`config.mk`:
```
export PLATFORM = sky130hd
export DESIGN_NAME = pmod_dac_spi_flat
export DESIGN_NICKNAME = d
export VERILOG_FILES = /design/src/rtl/pmod_dac_spi_if.sv /design/src/rtl/pmod_dac_spi.sv /design/src/flat_wrapper.sv
export SDC_FILE = /design/constraint.sdc
export NUM_CORES = 1
export LEC_CHECK = 0
export CAP_MARGIN = 20
export CORE_ASPECT_RATIO = 1.1
export CORE_MARGIN = 8
export CORE_UTILIZATION = 49
export CTS_CLUSTER_DIAMETER = 150
export DETAILED_ROUTE_END_ITERATION = 7
export PLACE_DENSITY = 0.87
export SLEW_MARGIN = 40
export SYNTH_ARGS = -nofsm -noshare
export SYNTH_HDL_FRONTEND = slang
export SYNTH_SLANG_ARGS = --single-unit
```
`constraint.sdc`:
```
create_clock -name clock -period 1.9 [get_ports clock]
set_input_delay 0.19 -clock clock [delete_from_list [all_inputs] [get_ports clock]]
set_output_delay 0.19 -clock clock [all_outputs]
set_load 0.005 [all_outputs]
```
`src/rtl/pmod_dac_spi_if.sv`:
```
// Sample handshake between the CORDIC generator and the PMOD DAC serialiser.
// The producer drives a signed sample with valid; the serialiser answers with ready.
interface pmod_dac_spi_if #(
    parameter int width = 16
);
    logic signed [width-1:0] datain;
    logic                    valid;
    logic                    ready;

    modport master (
        output datain,
        output valid,
        input  ready
    );

    modport slave (
        input  datain,
        input  valid,
        output ready
    );
endinterface

```
`src/rtl/pmod_dac_spi.sv`:
```
// PMOD DAC output stage: converts one signed CORDIC sample to 12-bit offset
// binary and shifts it out MSB first as a 16-bit SYNC/SCLK/DIN frame.
// SCLK idles high; the DAC samples DIN on each falling SCLK edge, and DIN
// moves on the rising edges so every bit is centred on its sampling edge.
module pmod_dac_spi #(
    parameter int width      = 16,
    parameter int CLK_DIV    = 2,
    parameter int GAP_CYCLES = 2
) (
    input  logic           clock,
    input  logic           resetn,
    pmod_dac_spi_if.slave  sample_if,
    output logic           cs,
    output logic           sclk,
    output logic           sdata,
    output logic           done
);
    localparam int DIV_W = (CLK_DIV > 1) ? $clog2(CLK_DIV) : 1;
    localparam int GAP_W = (GAP_CYCLES > 1) ? $clog2(GAP_CYCLES) : 1;
    localparam logic [DIV_W-1:0] DIV_LAST = DIV_W'(CLK_DIV - 1);
    localparam logic [GAP_W-1:0] GAP_LAST = GAP_W'(GAP_CYCLES - 1);

    typedef enum logic [1:0] {
        IDLE,
        SHIFT,
        GAP
    } state_t;

    state_t           state, state_d;
    logic             cs_d, sclk_d, sdata_d, done_d;
    logic             ready_r, ready_d;
    logic [3:0]       bitcnt, bitcnt_d;
    logic [DIV_W-1:0] divcnt, divcnt_d;
    logic [GAP_W-1:0] gapcnt, gapcnt_d;
    logic             load;
    logic [15:0]      frame_in;
    logic [15:0]      frame_p0;

    // Top 12 bits of the signed sample with the sign flipped: two's complement
    // becomes offset binary, so full-scale negative maps to code 0.
    function automatic logic [11:0] to_offset_binary(input logic signed [11:0] top);
        return {~top[11], top[10:0]};
    endfunction

    // Bits below the DAC resolution are dropped on purpose.
    if (width > 12) begin : g_lsb_drop
        wire unused_lsbs = ^sample_if.datain[width-13:0];
    end

    // Upper nibble is the DAC control field; 00 keeps it in normal operation.
    assign frame_in        = {4'b0000, to_offset_binary(sample_if.datain[width-1 -: 12])};
    assign sample_if.ready = ready_r;

    // Next-state and next-output logic for the frame sequencer.
    always_comb begin
        state_d  = state;
        cs_d     = cs;
        sclk_d   = sclk;
        sdata_d  = sdata;
        done_d   = 1'b0;
        ready_d  = ready_r;
        bitcnt_d = bitcnt;
        divcnt_d = divcnt;
        gapcnt_d = gapcnt;
        load     = 1'b0;
        unique case (state)
            IDLE: begin
                if (sample_if.valid && ready_r) begin
                    load     = 1'b1;
                    state_d  = SHIFT;
                    cs_d     = 1'b0;
                    sclk_d   = 1'b1;
                    sdata_d  = frame_in[15];
                    bitcnt_d = 4'd15;
                    divcnt_d = '0;
                    ready_d  = 1'b0;
                end
            end
            SHIFT: begin
                if (divcnt == DIV_LAST) begin
                    divcnt_d = '0;
                    sclk_d   = ~sclk;
                    // Only the rising SCLK toggle advances the data; the
                    // falling toggle is where the DAC samples it.
                    if (!sclk) begin
                        if (bitcnt != 4'd0) begin
                            bitcnt_d = bitcnt - 4'd1;
                            sdata_d  = frame_p0[bitcnt - 4'd1];
                        end else begin
                            cs_d     = 1'b1;
                            sdata_d  = 1'b0;
                            done_d   = 1'b1;
                            gapcnt_d = '0;
                            state_d  = GAP;
                        end
                    end
                end else begin
                    divcnt_d = divcnt + DIV_W'(1);
                end
            end
            GAP: begin
                if (gapcnt == GAP_LAST) begin
                    state_d = IDLE;
                    ready_d = 1'b1;
                end else begin
                    gapcnt_d = gapcnt + GAP_W'(1);
                end
            end
            default: begin
                state_d = IDLE;
                cs_d    = 1'b1;
                sclk_d  = 1'b1;
                sdata_d = 1'b0;
                ready_d = 1'b1;
            end
        endcase
    end

    // Control state and SPI pins; reset abandons any frame in flight.
    always_ff @(posedge clock or negedge resetn) begin
        if (!resetn) begin
            state  <= IDLE;
            cs     <= 1'b1;
            sclk   <= 1'b1;
            sdata  <= 1'b0;
            done   <= 1'b0;
            ready_r <= 1'b1;
            bitcnt <= '0;
            divcnt <= '0;
            gapcnt <= '0;
        end else begin
            state  <= state_d;
            cs     <= cs_d;
            sclk   <= sclk_d;
            sdata  <= sdata_d;
            done   <= done_d;
            ready_r <= ready_d;
            bitcnt <= bitcnt_d;
            divcnt <= divcnt_d;
            gapcnt <= gapcnt_d;
        end
    end

    // Stage p0: frame captured at accept and frozen for the whole transfer.
    always_ff @(posedge clock) begin
        if (load) begin
            frame_p0 <= frame_in;
        end
    end
endmodule

```
`src/flat_wrapper.sv`:
```
// flat-port wrapper written by rule: the top's interface ports become plain ports
module pmod_dac_spi_flat 
#(
    parameter int width      = 16,
    parameter int CLK_DIV    = 2,
    parameter int GAP_CYCLES = 2
)
  (clock, resetn, cs, sclk, sdata, done, sample_if_datain, sample_if_valid, sample_if_ready);
  pmod_dac_spi_if #(.width(width)) sample_if_i ();
  input  logic clock;
  input  logic resetn;
  output logic cs;
  output logic sclk;
  output logic sdata;
  output logic done;
  input wire logic [$bits(sample_if_i.datain)-1:0] sample_if_datain;
  input wire logic [$bits(sample_if_i.valid)-1:0] sample_if_valid;
  output wire logic [$bits(sample_if_i.ready)-1:0] sample_if_ready;
  assign sample_if_i.datain = sample_if_datain;
  assign sample_if_i.valid = sample_if_valid;
  assign sample_if_ready = sample_if_i.ready;
  pmod_dac_spi #(.width(width), .CLK_DIV(CLK_DIV), .GAP_CYCLES(GAP_CYCLES)) u_core (.clock(clock), .resetn(resetn), .sample_if(sample_if_i), .cs(cs), .sclk(sclk), .sdata(sdata), .done(done));
endmodule
```
Word level (Yosys, flattened, before mapping) --
Cells that the tools add are included.
Word-level totals: register bits after elaboration 25, input port bits 19, output and inout bits 5
Operators by class: add/subtract/negate cells 3, order comparisons 1, eq/ne operators 8, multiplexer cells 40, bitwise operators 4, reduce and logical (&&, ||, !) cells 13
Operators with widths (number):
- $mux 1 | 22
- $mux 4 | 4
- $reduce_and 5->1 | 3
- $pmux 1 s3 | 4
- $mux 2 | 5
- $ne 2x1->1 const B | 4
- $pmux 4 s2 | 1
- $reduce_and 4->1 | 2
- $pmux 2 s3 | 1
- $reduce_and 3->1 | 2
- $lt 4x5->1 const B | 1
- $bmux 1 s4 | 1
- $ne 2x2->1 const B | 2
- $not 1->1 | 4
- $pmux 1 s2 | 2
- $reduce_bool 2->1 | 2
- $reduce_bool 4->1 | 1
- $sub 4x1->4 const B | 1
- $add 1x1->1 const B | 2
- $eq 2x1->1 const B | 1
- $eq 2x2->1 const B | 1
- $logic_not 2->1 | 1
- $reduce_and 2->1 | 1
- $logic_and 1x1->1 | 1

Depth between registers and ports, before layout --
word-level depth 7, gate-level depth with buffers 7, depth with buffers taken out 6

Least setup slack after synthesis --
No wires, ideal clock.
kind reg-to-reg, start reg u_core.bitcnt[0], end reg u_core.cs, arrival 1519 ps, required time 1840 ps, slack 321 ps, cell stages (with the launch flop) 8, path buffers 1, period minus slack after synthesis 1579 ps, path through dfrtp_1 > buf_6 > inv_1 > ha_1 > or3b_1 > nor3_1 > o21a_1 > o22a_1
Between the ends: longest elaborated chain between the ends 3
RTL lines:
- from (decl) | line pmod_dac_spi.sv:32 | logic [3:0] bitcnt, bitcnt_d;
- from (signal assigned) | line pmod_dac_spi.sv:138 | bitcnt <= bitcnt_d;
- $reduce_bool 4->1 | line pmod_dac_spi.sv:86 | if (bitcnt != 4'd0) begin
- $ne 2x2->1 (no source line)
- $reduce_and 5->1 (no source line)
- to (signal assigned) | line pmod_dac_spi.sv:133 | cs <= cs_d;
- to (decl) | line pmod_dac_spi.sv:13 | output logic cs,
No other way between the ends. A chain may end at the register's enable or synchronous reset.

Final worst setup path --
Ends and elaborated chain as after synthesis.

==> out/qor.csv <==
metric,value,unit
crit_buf_inv,1,
pwr-share-comb,0.041,
drv_cap,0,
power.share.clock,0.272,
die_x,61.53,um
slowest_stage,dfrtp_1,
critical_path.cell_chain,"inv_1, ha_1, or3b_1, nor3_1, o21a_1, o22a_1",
synth_flop_cell,edfxtp_1,
yosys_warnings,0,
design.die.area,4066,um^2
finalSetupViolCount,0,
worstHoldPathType,in -> async,
area_delta_synth_final,21.05,%
rr_startpoint,u_core.bitcnt[0],
ios,24,
clockRootBuffer,clkbuf_4,
rrSetupSlack,160,ps
clock_path_buffers,2,
clk_latency,310,ps
status,"finished, final reports clean",
ant_nets,0,
syn_area_per_cell,13.14,um^2
synth.distinct_cells,32,
synth_seq_area_share,0.6170,
routed_wl,1923,um
timing.rr.end,u_core.cs,
grt_usage,0.1119,
grt_pass1_wl,3381,um
syn_area,1117,um^2
drv_slew,0,
irDropWorstVdd,464.6,uV
clkTransAtPathRegs,120,ps
port_buffers,19,
cp.depth,6,
layout-drive-gt1-share,0.08491,
dpl.hpwl,1526,um
hold_viol_final,0,
layout.cells.non_filler,136,
rows,18,
wl_per_cell,14.14,um
tightest_slew,555.9,ps
ctsResizeCount,0,
cpPeakStageDelay,490,ps
fillCellCount,207,
p_per_area,611.0,nW/um^2
tritoncts,done,
grt_pass1_vias,797,
fin_crit_sh,0.9183,
viasPerCell,5.368,
core_area,2207,um^2
crit_path_start_kind,flop,
post-route-min-period,1745,ps
end_kind,flop,
fmax,573.1,MHz
dp.cells,132,
async_flop_share,0.5200,
cts_hold_buf,0,
vias,730,
power.internal,674.6,uW
cts_setup_buffers,0,
rsz0062_at_grt,false,
synth_edf_count,12,
crit_family,simple AND/OR/NAND/NOR gates,
finalSetupTns,0,ps
layout_common_cells,"clkdlybuf4s50_1, edfxtp_1, dfrtp_1, inv_1, nor2_1",
worstSetupStartpoint,u_core.bitcnt[0],
pwr-share-seq,0.687,
antenna_found_initial,0,
synth_seq_cells,25,
slew-limit-headroom,0.6282,
firstDrtPassIters,4,
syn_inst,85,
cts_sinks,25,
critPathRequiredTime,2160,ps
gp_congestion,0.8386,
ctsHtreeMaxLevel,1,
cp_max_fo,7,
p_sw_frac,0.1837,
diodes,0,
num-nets-final,127,
drt-initial-drc-count,23,
drcViolationCount,0,
die_h,66.08,um
fin_ws,155.2,ps
dp_slack,151.8,ps
p_switching,151.8,uW
initial_core_util,0.5062,
cp_data_arrival_time,2010,ps
layout_commonest_cell,clkdlybuf4s50_1,
syn_nets,105,
grt-ovfl-total,0,
rr_worst_depth,6,
grt_max_degree,14,
p_leak,0.0005449,uW
cts_buffers,3,
crit_end,u_core.cs,
clock-skew-final,2.796,ps
path_class,reg -> reg,
## metal layers
metal  wire length, um  GRT usage
met5                 0          0
met4                40    0.05983
met3               138    0.04280
met2               986     0.2008
met1               757     0.1037
## power groups by stage
stage,clock network (uW),logic [uW],registers [uW]
finish,225,33.6,568
global route,255,36.8,568
CTS,239,34.3,568
detailed placement,0,34.2,579
global placement,0,33.2,579
floorplan,0,0.330,579
## sequential cells by signal, indices dropped and copies added, names as in the netlist
register / flops
u_core.divcnt: 1
u_core.cs: 1
u_core.bitcnt: 4
u_core.sample_if.ready: 1
u_core.sclk: 1
u_core.state: 2
u_core.done: 1
u_core.frame_p0: 12
u_core.sdata: 1
u_core.gapcnt: 1
## Yosys cell counts, types with 2 or more instances
cell type	n	area, um^2
a22oi_1	2	15.01
nor2_1	6	22.52
inv_1	7	26.28
nand3_1	4	20.02
o31ai_1	2	15.01
xnor2_1	3	26.28
a21oi_1	4	20.02
mux4_1	3	78.83
o21ai_0	5	25.02
nor3_1	3	15.01
dfstp_2	3	78.83
nand2b_1	2	12.51
buf_6	2	22.52
dfrtp_1	10	250.2
edfxtp_1	12	360.4
## cells by family after synthesis
group / share of synthesized area
DFF: 0.6170
and+or+nand+nor: 0.1187
AOI/OAI and AO/OA: 0.09966
buffers and inverters: 0.05039
muxes: 0.07951
xor gates and xnor gates: 0.02352
adders and majority gates: 0.01120
## final cells by class
class | instances | area, um^2 | area share
Tap cell | 30 | 37.54 | 0.02775
Inverter | 8 | 30.03 | 0.02220
Timing Repair Buffer | 20 | 197.7 | 0.1462
Sequential cell | 25 | 689.4 | 0.5097
Multi-Input combinational cell | 49 | 371.6 | 0.2747
Clock buffer | 4 | 26.28 | 0.01943
## metrics by stage
stage	total power [uW]	util	hold slack (ps)	area, um^2
floorplan	579.2	-	-105.6	1117
global placement	611.9	0.6009	504.4	1326
detailed placement	612.9	0.6009	519.9	1326
CTS	840.6	0.6128	233.2	1353
global route	859.4	0.6128	243.9	1353
finish	826.4	0.6128	222.1	1353
## how the worst min path moves through the flow
stage	start	endpoint	slack, ps	cells past startpoint
finish	resetn	u_core.sdata	220	1
global route	resetn	u_core.gapcnt	240	1
CTS	resetn	u_core.divcnt	230	1
detailed placement	u_core.sdata	u_core.sdata	520	2
global placement	u_core.sdata	u_core.sdata	500	2
floorplan	resetn	u_core.bitcnt[0]	-110	0
Power figures use the tool's default switching activity.
